$ cat src/rtl/alu_exec_pkg.sv
`default_nettype none
// +------------------------------------------------------------------+
// | alu_exec_pkg : shared types and encodings for the ALU exec slice |
// | Revision     : 1.0                                               |
// +------------------------------------------------------------------+
package alu_exec_pkg;

  localparam int c_data_w = 8;
  localparam int c_addr_w = 2;

  typedef logic [c_data_w-1:0] data_t;
  typedef logic [c_addr_w-1:0] reg_addr_t;

  typedef enum logic [1:0] {
    IDLE = 2'd0,
    EXEC = 2'd1,
    DONE = 2'd2
  } state_t;

  typedef enum logic [2:0] {
    ADD = 3'b000,
    SUB = 3'b001,
    AND = 3'b010,
    OR  = 3'b011,
    XOR = 3'b100,
    NOT = 3'b101,
    SHL = 3'b110,
    SHR = 3'b111
  } alu_op_t;

endpackage
`default_nettype wire

$ cat src/rtl/alu_exec_regfile.sv
`default_nettype none
// +------------------------------------------------------------------+
// | exec_regfile : 1W / 2R general registers plus a debug read port  |
// | Revision     : 1.0                                               |
// +------------------------------------------------------------------+
module exec_regfile
  import alu_exec_pkg::*;
#(
  parameter int NREGS = 4
) (
  input  logic      clk,
  input  logic      rst,
  input  logic      i_we,
  input  reg_addr_t i_waddr,
  input  data_t     i_wdata,
  input  reg_addr_t i_raddr_a,
  output data_t     o_rdata_a,
  input  reg_addr_t i_raddr_b,
  output data_t     o_rdata_b,
  input  reg_addr_t i_dbg_addr,
  output data_t     o_dbg_data
);

  data_t r_regs [NREGS];

  generate
    for (genvar g = 0; g < NREGS; g++) begin : g_reg
      always_ff @(posedge clk or posedge rst) begin
        if (rst) begin
          r_regs[g] <= '0;
        end else if (i_we && (i_waddr == reg_addr_t'(g))) begin
          r_regs[g] <= i_wdata;
        end
      end
    end
  endgenerate

  // Addresses beyond the populated registers read as zero.
  assign o_rdata_a  = (int'(i_raddr_a)  < NREGS) ? r_regs[i_raddr_a]  : '0;
  assign o_rdata_b  = (int'(i_raddr_b)  < NREGS) ? r_regs[i_raddr_b]  : '0;
  assign o_dbg_data = (int'(i_dbg_addr) < NREGS) ? r_regs[i_dbg_addr] : '0;

endmodule
`default_nettype wire

$ cat src/rtl/alu_exec.sv
`default_nettype none
// +------------------------------------------------------------------+
// | alu_exec : sequences one instruction through an external ALU     |
// | Revision : 1.0                                                   |
// +------------------------------------------------------------------+
module alu_exec
  import alu_exec_pkg::*;
#(
  parameter int NREGS = 4
) (
  input  logic       clk,
  input  logic       rst,
  input  logic       in_valid,
  output logic       in_ready,
  input  logic [2:0] in_op,
  input  logic [1:0] in_rd,
  input  logic [1:0] in_ra,
  input  logic [1:0] in_rb,
  input  logic       in_imm_sel,
  input  logic [7:0] in_imm,
  output logic [7:0] alu_a,
  output logic [7:0] alu_b,
  output logic [2:0] alu_s,
  input  logic [7:0] alu_out,
  input  logic       alu_z,
  input  logic       alu_n,
  input  logic       alu_c,
  input  logic       alu_v,
  output logic       res_valid,
  input  logic       res_ready,
  output logic [7:0] res_data,
  output logic [1:0] res_rd,
  output logic [3:0] flags,
  output logic [7:0] icount,
  input  logic [1:0] dbg_addr,
  output logic [7:0] dbg_data
);

  state_t    r_state;
  state_t    w_next;
  alu_op_t   r_op;
  reg_addr_t r_rd;
  reg_addr_t r_ra;
  reg_addr_t r_rb;
  logic      r_imm_sel;
  data_t     r_imm;
  data_t     r_res_data;
  reg_addr_t r_res_rd;
  logic [3:0] r_flags;
  logic [7:0] r_icount;

  logic  w_idle_ready;
  logic  w_in_hs;
  logic  w_wb;
  logic  w_res_hs;
  logic  w_drive_alu;
  data_t w_rdata_a;
  data_t w_rdata_b;

  always_ff @(posedge clk or posedge rst) begin
    if (rst) begin
      r_state <= IDLE;
    end else begin
      r_state <= w_next;
    end
  end

  always_comb begin
    w_next       = r_state;
    w_idle_ready = 1'b0;
    w_drive_alu  = 1'b0;
    w_wb         = 1'b0;
    res_valid    = 1'b0;
    case (r_state)
      IDLE: begin
        w_idle_ready = 1'b1;
        if (in_valid) w_next = EXEC;
      end
      EXEC: begin
        w_drive_alu = 1'b1;
        w_wb        = 1'b1;
        w_next      = DONE;
      end
      DONE: begin
        res_valid = 1'b1;
        if (res_ready) w_next = IDLE;
      end
      default: w_next = IDLE;
    endcase
  end

  // Reset forces IDLE asynchronously; mask ready so nothing is offered while held.
  assign in_ready = w_idle_ready & ~rst;
  assign w_in_hs  = in_valid & in_ready;
  assign w_res_hs = res_valid & res_ready;

  always_ff @(posedge clk or posedge rst) begin
    if (rst) begin
      r_op      <= ADD;
      r_rd      <= '0;
      r_ra      <= '0;
      r_rb      <= '0;
      r_imm_sel <= 1'b0;
      r_imm     <= '0;
    end else if (w_in_hs) begin
      r_op      <= alu_op_t'(in_op);
      r_rd      <= in_rd;
      r_ra      <= in_ra;
      r_rb      <= in_rb;
      r_imm_sel <= in_imm_sel;
      r_imm     <= in_imm;
    end
  end

  always_ff @(posedge clk or posedge rst) begin
    if (rst) begin
      r_res_data <= '0;
      r_res_rd   <= '0;
      r_flags    <= '0;
    end else if (w_wb) begin
      r_res_data <= alu_out;
      r_res_rd   <= r_rd;
      r_flags    <= {alu_z, alu_n, alu_c, alu_v};
    end
  end

  always_ff @(posedge clk or posedge rst) begin
    if (rst) begin
      r_icount <= '0;
    end else if (w_res_hs) begin
      r_icount <= r_icount + 8'd1;
    end
  end

  exec_regfile #(
    .NREGS(NREGS)
  ) u_regfile (
    .clk       (clk),
    .rst       (rst),
    .i_we      (w_wb),
    .i_waddr   (r_rd),
    .i_wdata   (alu_out),
    .i_raddr_a (r_ra),
    .o_rdata_a (w_rdata_a),
    .i_raddr_b (r_rb),
    .o_rdata_b (w_rdata_b),
    .i_dbg_addr(dbg_addr),
    .o_dbg_data(dbg_data)
  );

  assign alu_a = w_drive_alu ? w_rdata_a : '0;
  assign alu_b = w_drive_alu ? (r_imm_sel ? r_imm : w_rdata_b) : '0;
  assign alu_s = w_drive_alu ? r_op : 3'b000;

  assign res_data = r_res_data;
  assign res_rd   = r_res_rd;
  assign flags    = r_flags;
  assign icount   = r_icount;

endmodule
`default_nettype wire

$ cat config.mk
export PLATFORM = sky130hd
export DESIGN_NAME = alu_exec
export DESIGN_NICKNAME = d
export VERILOG_FILES = /design/src/rtl/alu_exec_pkg.sv /design/src/rtl/alu_exec_regfile.sv /design/src/rtl/alu_exec.sv
export SDC_FILE = /design/constraint.sdc
export NUM_CORES = 1
export LEC_CHECK = 0
export CAP_MARGIN = 20
export CORE_MARGIN = 2
export CORE_UTILIZATION = 45
export CTS_CLUSTER_SIZE = 30
export DETAILED_ROUTE_END_ITERATION = 8
export PLACE_DENSITY = 0.73
export SYNTH_ARGS = -nofsm -noshare
export SYNTH_HDL_FRONTEND = slang
export SYNTH_SLANG_ARGS = --single-unit
$ cat constraint.sdc
create_clock -name clk -period 4 [get_ports clk]
set_clock_uncertainty 0.2 [all_clocks]
set_input_delay 0.8 -clock clk [delete_from_list [all_inputs] [get_ports clk]]
set_output_delay 0.8 -clock clk [all_outputs]
set_load 0.01 [all_outputs]
# Word level (Yosys, flattened, before mapping)
# Index checks and enable logic that the tools add are counted.
dict set report totals {
  in_bits 36
  out_inout_bits 51
  reg_bits 74
  elab_cells 59
}
dict set report classes {
  mux 19
  add_sub_neg 1
  n_reduce_logical 7
  n_bitwise 7
  order_cmp 3
  eq_ne 7
}
# operator n
set op_table {}
lappend op_table {{$mux W8} 9}
lappend op_table {{$bmux W8 S2} 3}
lappend op_table {{$ge A3 B3 Y1 const B} 3}
lappend op_table {{$not A2 Y3} 3}
lappend op_table {{$add A8 B1 Y8 const B} 1}
lappend op_table {{$eq A2 B2 Y1 const B} 3}
lappend op_table {{$pmux W2 S3} 1}
lappend op_table {{$eq A2 B1 Y1 const B} 2}
lappend op_table {{$logic_and A1 B1 Y1} 4}
lappend op_table {{$logic_not A2 Y1} 2}
lappend op_table {{$mux W2} 2}
lappend op_table {{$ne A2 B2 Y1 const B} 2}
lappend op_table {{$and A1 B1 Y1} 3}
lappend op_table {{$mux W1} 3}
lappend op_table {{$mux W3} 1}
lappend op_table {{$reduce_and A2 Y1} 1}
lappend op_table {{$not A1 Y1} 1}

# Depth between registers and ports, before layout
dict set report logic_depth {
  ltp_word 6
  depth_mapped 6
}

# By module
# A second synthesis with hierarchy kept.
dict set report unflattened {
  hier_cells 267
  hier_area_um2 3696.0
}
# module area_per_inst_um2 cells_per_inst instances seq_area_each_um2
set modules_own_cells {}
lappend modules_own_cells {alu_exec 1909.3 168 1 1051.0}
lappend modules_own_cells {exec_regfile 1786.7 99 1 800.8}

# Least setup slack after synthesis
# OpenSTA, ideal clock, no wires.
dict set report synth_timing {
  path_kind {input to register}
  start {input port rst}
  end {register r_imm[4]}
  arrival_time_ns 3.240
  t_required_ns 3.675
  setup_slack_ns 0.436
  setup_ns 0.125
  path_stages 5
  n_path_buf 2
  cell_sequence {inv_1 > and2_1 > buf_6 > buf_8 > mux2_2}
}
dict set report synth_between {
  elab_chain_len 3
}
# item line_no
set synth_rtl {}
lappend synth_rtl {{start: declaration} alu_exec.sv:12} ;# input logic rst,
lappend synth_rtl {{$not A1 Y1} alu_exec.sv:93} ;# assign in_ready = w_idle_ready & ~rst;
lappend synth_rtl {{$and A1 B1 Y1} alu_exec.sv:93}
lappend synth_rtl {{$and A1 B1 Y1} alu_exec.sv:94} ;# assign w_in_hs = in_valid & in_ready;
lappend synth_rtl {{end signal: assignment} alu_exec.sv:111} ;# r_imm <= in_imm;
lappend synth_rtl {{end: declaration} alu_exec.sv:46} ;# data_t r_imm;
# Every way passes these cells.
# A chain may end at the register's enable or synchronous reset.

# Worst setup path after layout
dict set report layout_timing {
  start {input port dbg_addr[0]}
  end {output port dbg_data[2]}
}
dict set report layout_between {
  elab_chain_len 4
}
# item line_no
set layout_rtl {}
lappend layout_rtl {{start: declaration} alu_exec.sv:35} ;# input logic [1:0] dbg_addr,
lappend layout_rtl {{$not A2 Y3 (implied by the code)} alu_exec_regfile.sv:41} ;# assign o_dbg_data = (int'(i_dbg_addr) < NREGS) ? r_regs[i_dbg_addr] : '0;
lappend layout_rtl {{$bmux W8 S2} alu_exec_regfile.sv:41}
lappend layout_rtl {{$mux W8 (implied by the code) (2 in a row)} alu_exec_regfile.sv:41}
lappend layout_rtl {{end: declaration} alu_exec.sv:36} ;# output logic [7:0] dbg_data
# Every way passes these cells. The select of a mux whose other input is x is not followed.

==> parameters.txt <==
Parameter                              Value

Outcome
  Run status    complete, no violations

Routing
  Average wire length per cell after detail routing    17.4 um
  Total routed wirelength    ~8.2 mm
  First-pass detailed-route iteration total    4
  DRC violations left    0
  Avg Vias per Cell    5.33
  1st-iter DRT viols    128
  Post-DRT Antenna Nets    0
  Routed vias    approximately 2,500

Power and ir drop
  Total power after layout    3.63 mW
  Leakage power    just over 2 nW
  Power share of the clock group    between 10% and 20%
  Sw Share    ~34%
  Register share of total power    between 40 and 50%
  Net switching component of the power    ~1.2 mW
  Maximum resistive drop on vdd    ~0.00035 V
  Cell area power density    764 nW/um2
  Int Power    2.39 mW
  Combinational cell fraction of total power    roughly 44%

Timing
  Transition time at the pin with the least slew margin    905 ps
  Post-route minimum period    around 3500 ps
  Highest clock rate    between 200 and 300 MHz
  Sum Neg Setup Slack    0 ps
  Final count of negative-setup-slack endpoints    0
  Count of final hold-check violations    0
  Pins Over Slew Limit    0
  Final period utilization    between 80 and 90%
  Max-slew headroom at the worst pin    about two fifths
  Setup repair after global routing missed its margin    false

Floorplanning
  I/O pins    87
  Number of standard-cell rows in the floorplan    32
  Area enclosed by the die boundary    8870 um2
  Starting utilization of the core area    46.9%
  Die Span Y    94.2 um
  Core Box Area    7810 um2
  Die width    between 90 and 100 um

CTS
  Cell at the root of the clock tree    sky130_fd_sc_hd__clkbuf_8
  Hold buffers post-CTS    0
  TritonCTS Buffers    9
  Post-CTS setup buffers    0
  Clock transition at the register clock pins on the worst setup and hold paths after CTS    around 70 ps
  Sink count of the clock tree    74
  Max H-tree Level    3
  CTS Buffer Depth    2
  Post-CTS sizing    0
  Clock insertion delay at the later pin of the skew report    340 ps
  Clock tree from TritonCTS    done

Critical path
  Required @ worst endpoint    3000 ps
  CP Buf/Inv Count    3
  Setup crit start kind    primary input
  FF-to-FF path depth    4
  Max incr delay on CP    540 ps
  Maximum fanout along the worst path    8
  Crit Path Category    in2out
  Capturing point of the worst reg2reg path    u_regfile.r_regs[0]
  Cell family with the largest share of critical-path delay    buffers and inverters
  Register-to-register setup slack    about 1800 ps
  Type of element capturing the critical path    output pin
  CP max stage cell    sky130_fd_sc_hd__mux4_2
  Arrival time at the worst endpoint    2490 ps
  Reg2reg start    r_state[0]
  Cell mode on critical path    sky130_fd_sc_hd__clkdlybuf4s50_1
  Cell Chain, Critical Path    clkdlybuf4s50_1 -> buf_4 -> mux4_2 -> clkdlybuf4s50_1

Yosys
  Xor/xnor share of the synthesized area    1.67%
  Most area-hungry cell type in the Yosys netlist    sky130_fd_sc_hd__dfrtp_1
  Mux contribution to synthesized area    a little under a third
  Count of different cell masters after synthesis    31
  Synthesized instance count    278
  Main combinational cell family by area after synthesis    multiplexers
  Top cell type's share of synthesized area    50.6%
  Adder and majority cell fraction of the synthesized area    less than 1%
  Post-Synthesis Mean Instance Area    between 10 and 15 um2
  Synth Area in Compound Gates    less than 1%
  Yosys synthesis warning count    0
  Net count of the mapped netlist    315
  Share of the yosys chip area belonging to registers    50.6%
  Synthesized cell area    3660 um2
  Leading cell types by total area after synthesis    sky130_fd_sc_hd__dfrtp_1, sky130_fd_sc_hd__mux2_2, sky130_fd_sc_hd__mux4_2, sky130_fd_sc_hd__nand2_1, sky130_fd_sc_hd__and2_1
  Number of register bits inferred by synthesis    74
  Synthesized-area fraction occupied by and/or/nand/nor cells    13.7%

GRT
  First-pass GRT wire length    13.4 mm
  Global-route congestion overflow total    0
  GRT Overall Usage    20.0%
  Number of antenna violations at the first check in global routing    0
  Maximum number of pins on one net before global-route repair    75
  Number of global-route vias before repair    around 2,600

Job
  Reported max-cap violation count    0

Finish
  Syn-to-layout area delta    29.7%
  Net total in the final layout    between 300 and 400
  Final cell count without fillers    468
  Fraction of layout cells with a size suffix above 1    27.3%
  Antenna diode instance count    0

Worst hold path
  Endpoint, Worst Hold    icount[7]
  Worst hold path class    reg2reg
  Hold path startpoint    icount[7]
  Number of cells traversed by the worst hold path    1

Placement
  HPWL Detailed    between 5 and 6 mm
  Final RePlAce weighted congestion    approximately 0.76
  Port-buffer cells    86
  Placed instance count    453
## state kept, by name, indices dropped and copies added (netlist names)
| name | flops |
|---|---|
| flags | 4 |
| icount | 8 |
| r_imm | 8 |
| r_imm_sel | 1 |
| r_op | 3 |
| r_ra | 2 |
| r_rb | 2 |
| r_rd | 2 |
| r_state | 2 |
| res_data | 8 |
| res_rd | 2 |
| u_regfile.r_regs | 32 |
## placed cells by master (no fill, tap or decap), drive strengths merged, types with 2 or more instances in the layout
| cell type | synthesis | routed |
|---|---|---|
| nor3b | 3 | 3 |
| mux4 | 24 | 24 |
| xor2 | 6 | 6 |
| nor3 | 4 | 4 |
| mux2 | 51 | 51 |
| clkbuf | 5 | 13 |
| inv | 2 | 2 |
| nand2b | 2 | 2 |
| dfrtp | 74 | 74 |
| and2 | 12 | 12 |
| nand2 | 63 | 63 |
| nand3 | 9 | 9 |
| nor2 | 3 | 3 |
| clkdlybuf4s50 | 0 | 86 |
| buf | 12 | 4 |
## cells in the mapped netlist
cell and instances:
sky130_fd_sc_hd__nor3_1 3, sky130_fd_sc_hd__nand2b_1 1, sky130_fd_sc_hd__dfrtp_1 74, sky130_fd_sc_hd__clkbuf_1 5, sky130_fd_sc_hd__buf_2 6, sky130_fd_sc_hd__nor2_1 2
sky130_fd_sc_hd__nor3b_1 1, sky130_fd_sc_hd__nand3b_1 1, sky130_fd_sc_hd__nor2_2 1, sky130_fd_sc_hd__xor2_1 6, sky130_fd_sc_hd__mux2_2 51, sky130_fd_sc_hd__nor2b_1 1
sky130_fd_sc_hd__nand3_1 8, sky130_fd_sc_hd__nor3b_4 1, sky130_fd_sc_hd__nand2_1 63, sky130_fd_sc_hd__buf_1 2, sky130_fd_sc_hd__inv_1 2, sky130_fd_sc_hd__nor4_1 1
sky130_fd_sc_hd__nor3_4 1, sky130_fd_sc_hd__nand2b_4 1, sky130_fd_sc_hd__o21ai_0 1, sky130_fd_sc_hd__nor3b_2 1, sky130_fd_sc_hd__and3b_1 1, sky130_fd_sc_hd__nand4b_1 1
sky130_fd_sc_hd__mux4_2 24, sky130_fd_sc_hd__buf_6 3, sky130_fd_sc_hd__xnor2_1 1, sky130_fd_sc_hd__ha_1 1, sky130_fd_sc_hd__nand3_2 1, sky130_fd_sc_hd__and2_1 12
sky130_fd_sc_hd__buf_8 1
## power groups by stage
stage	Clock, mW	Sequential, mW	Combinational [mW]
after floorplan	0	1.35	1.10
final	0.522	1.51	1.60
after global routing	0.569	1.58	1.73
after detailed placement	0	1.52	1.61
after CTS	0.528	1.51	1.62
after global placement	0	1.50	1.59
## layer usage
metal / GRT usage, % / up-vias / share of wire (%)
met1: 27.6 / 1267 / 45
met5: 0 / - / 0
met2: 32.1 / 65 / 48
li1: - / 1151 / -
met4: 7.00 / 0 / 1.6
met3: 3.21 / 11 / 5.0
## final cells by class
cell class	instances	area [um2]
inverter	2	7.51
clock buffer	13	159
timing repair buffer	90	891
multi-input combinational	185	1700
fill	628	3060
tap	102	128
sequential	74	1850
clock inverter	2	12.5
## metrics by stage
step	utilization (%)	setup slack [ps]	instance area, um2	hold slack, ps
2_1_floorplan	-	436	3660	272
3_3_place_gp	58.6	488	4580	257
3_5_place_dp	58.6	494	4580	264
4_1_cts	60.8	491	4750	274
5_1_grt	60.8	446	4750	293
6_report	60.8	505	4750	273
## cells by family after synthesis
group	after synthesis
and+or+nand+nor	101
muxes	75
buffers and inverters	19
xor gates and xnor gates	7
AOI/OAI and AO/OA	1
DFF	74
adders and majority gates	1
## worst max-delay path by stage
| stage | to | cells past startpoint | from |
|---|---|---|---|
| 2_1_floorplan | r_imm[4] | 5 | rst |
| 4_1_cts | dbg_data[2] | 4 | dbg_addr[0] |
| 3_3_place_gp | dbg_data[2] | 4 | dbg_addr[0] |
| 6_report | dbg_data[2] | 4 | dbg_addr[0] |
| 3_5_place_dp | dbg_data[3] | 4 | dbg_addr[0] |
| 5_1_grt | dbg_data[0] | 4 | dbg_addr[0] |
Power figures use the tool's default switching activity.
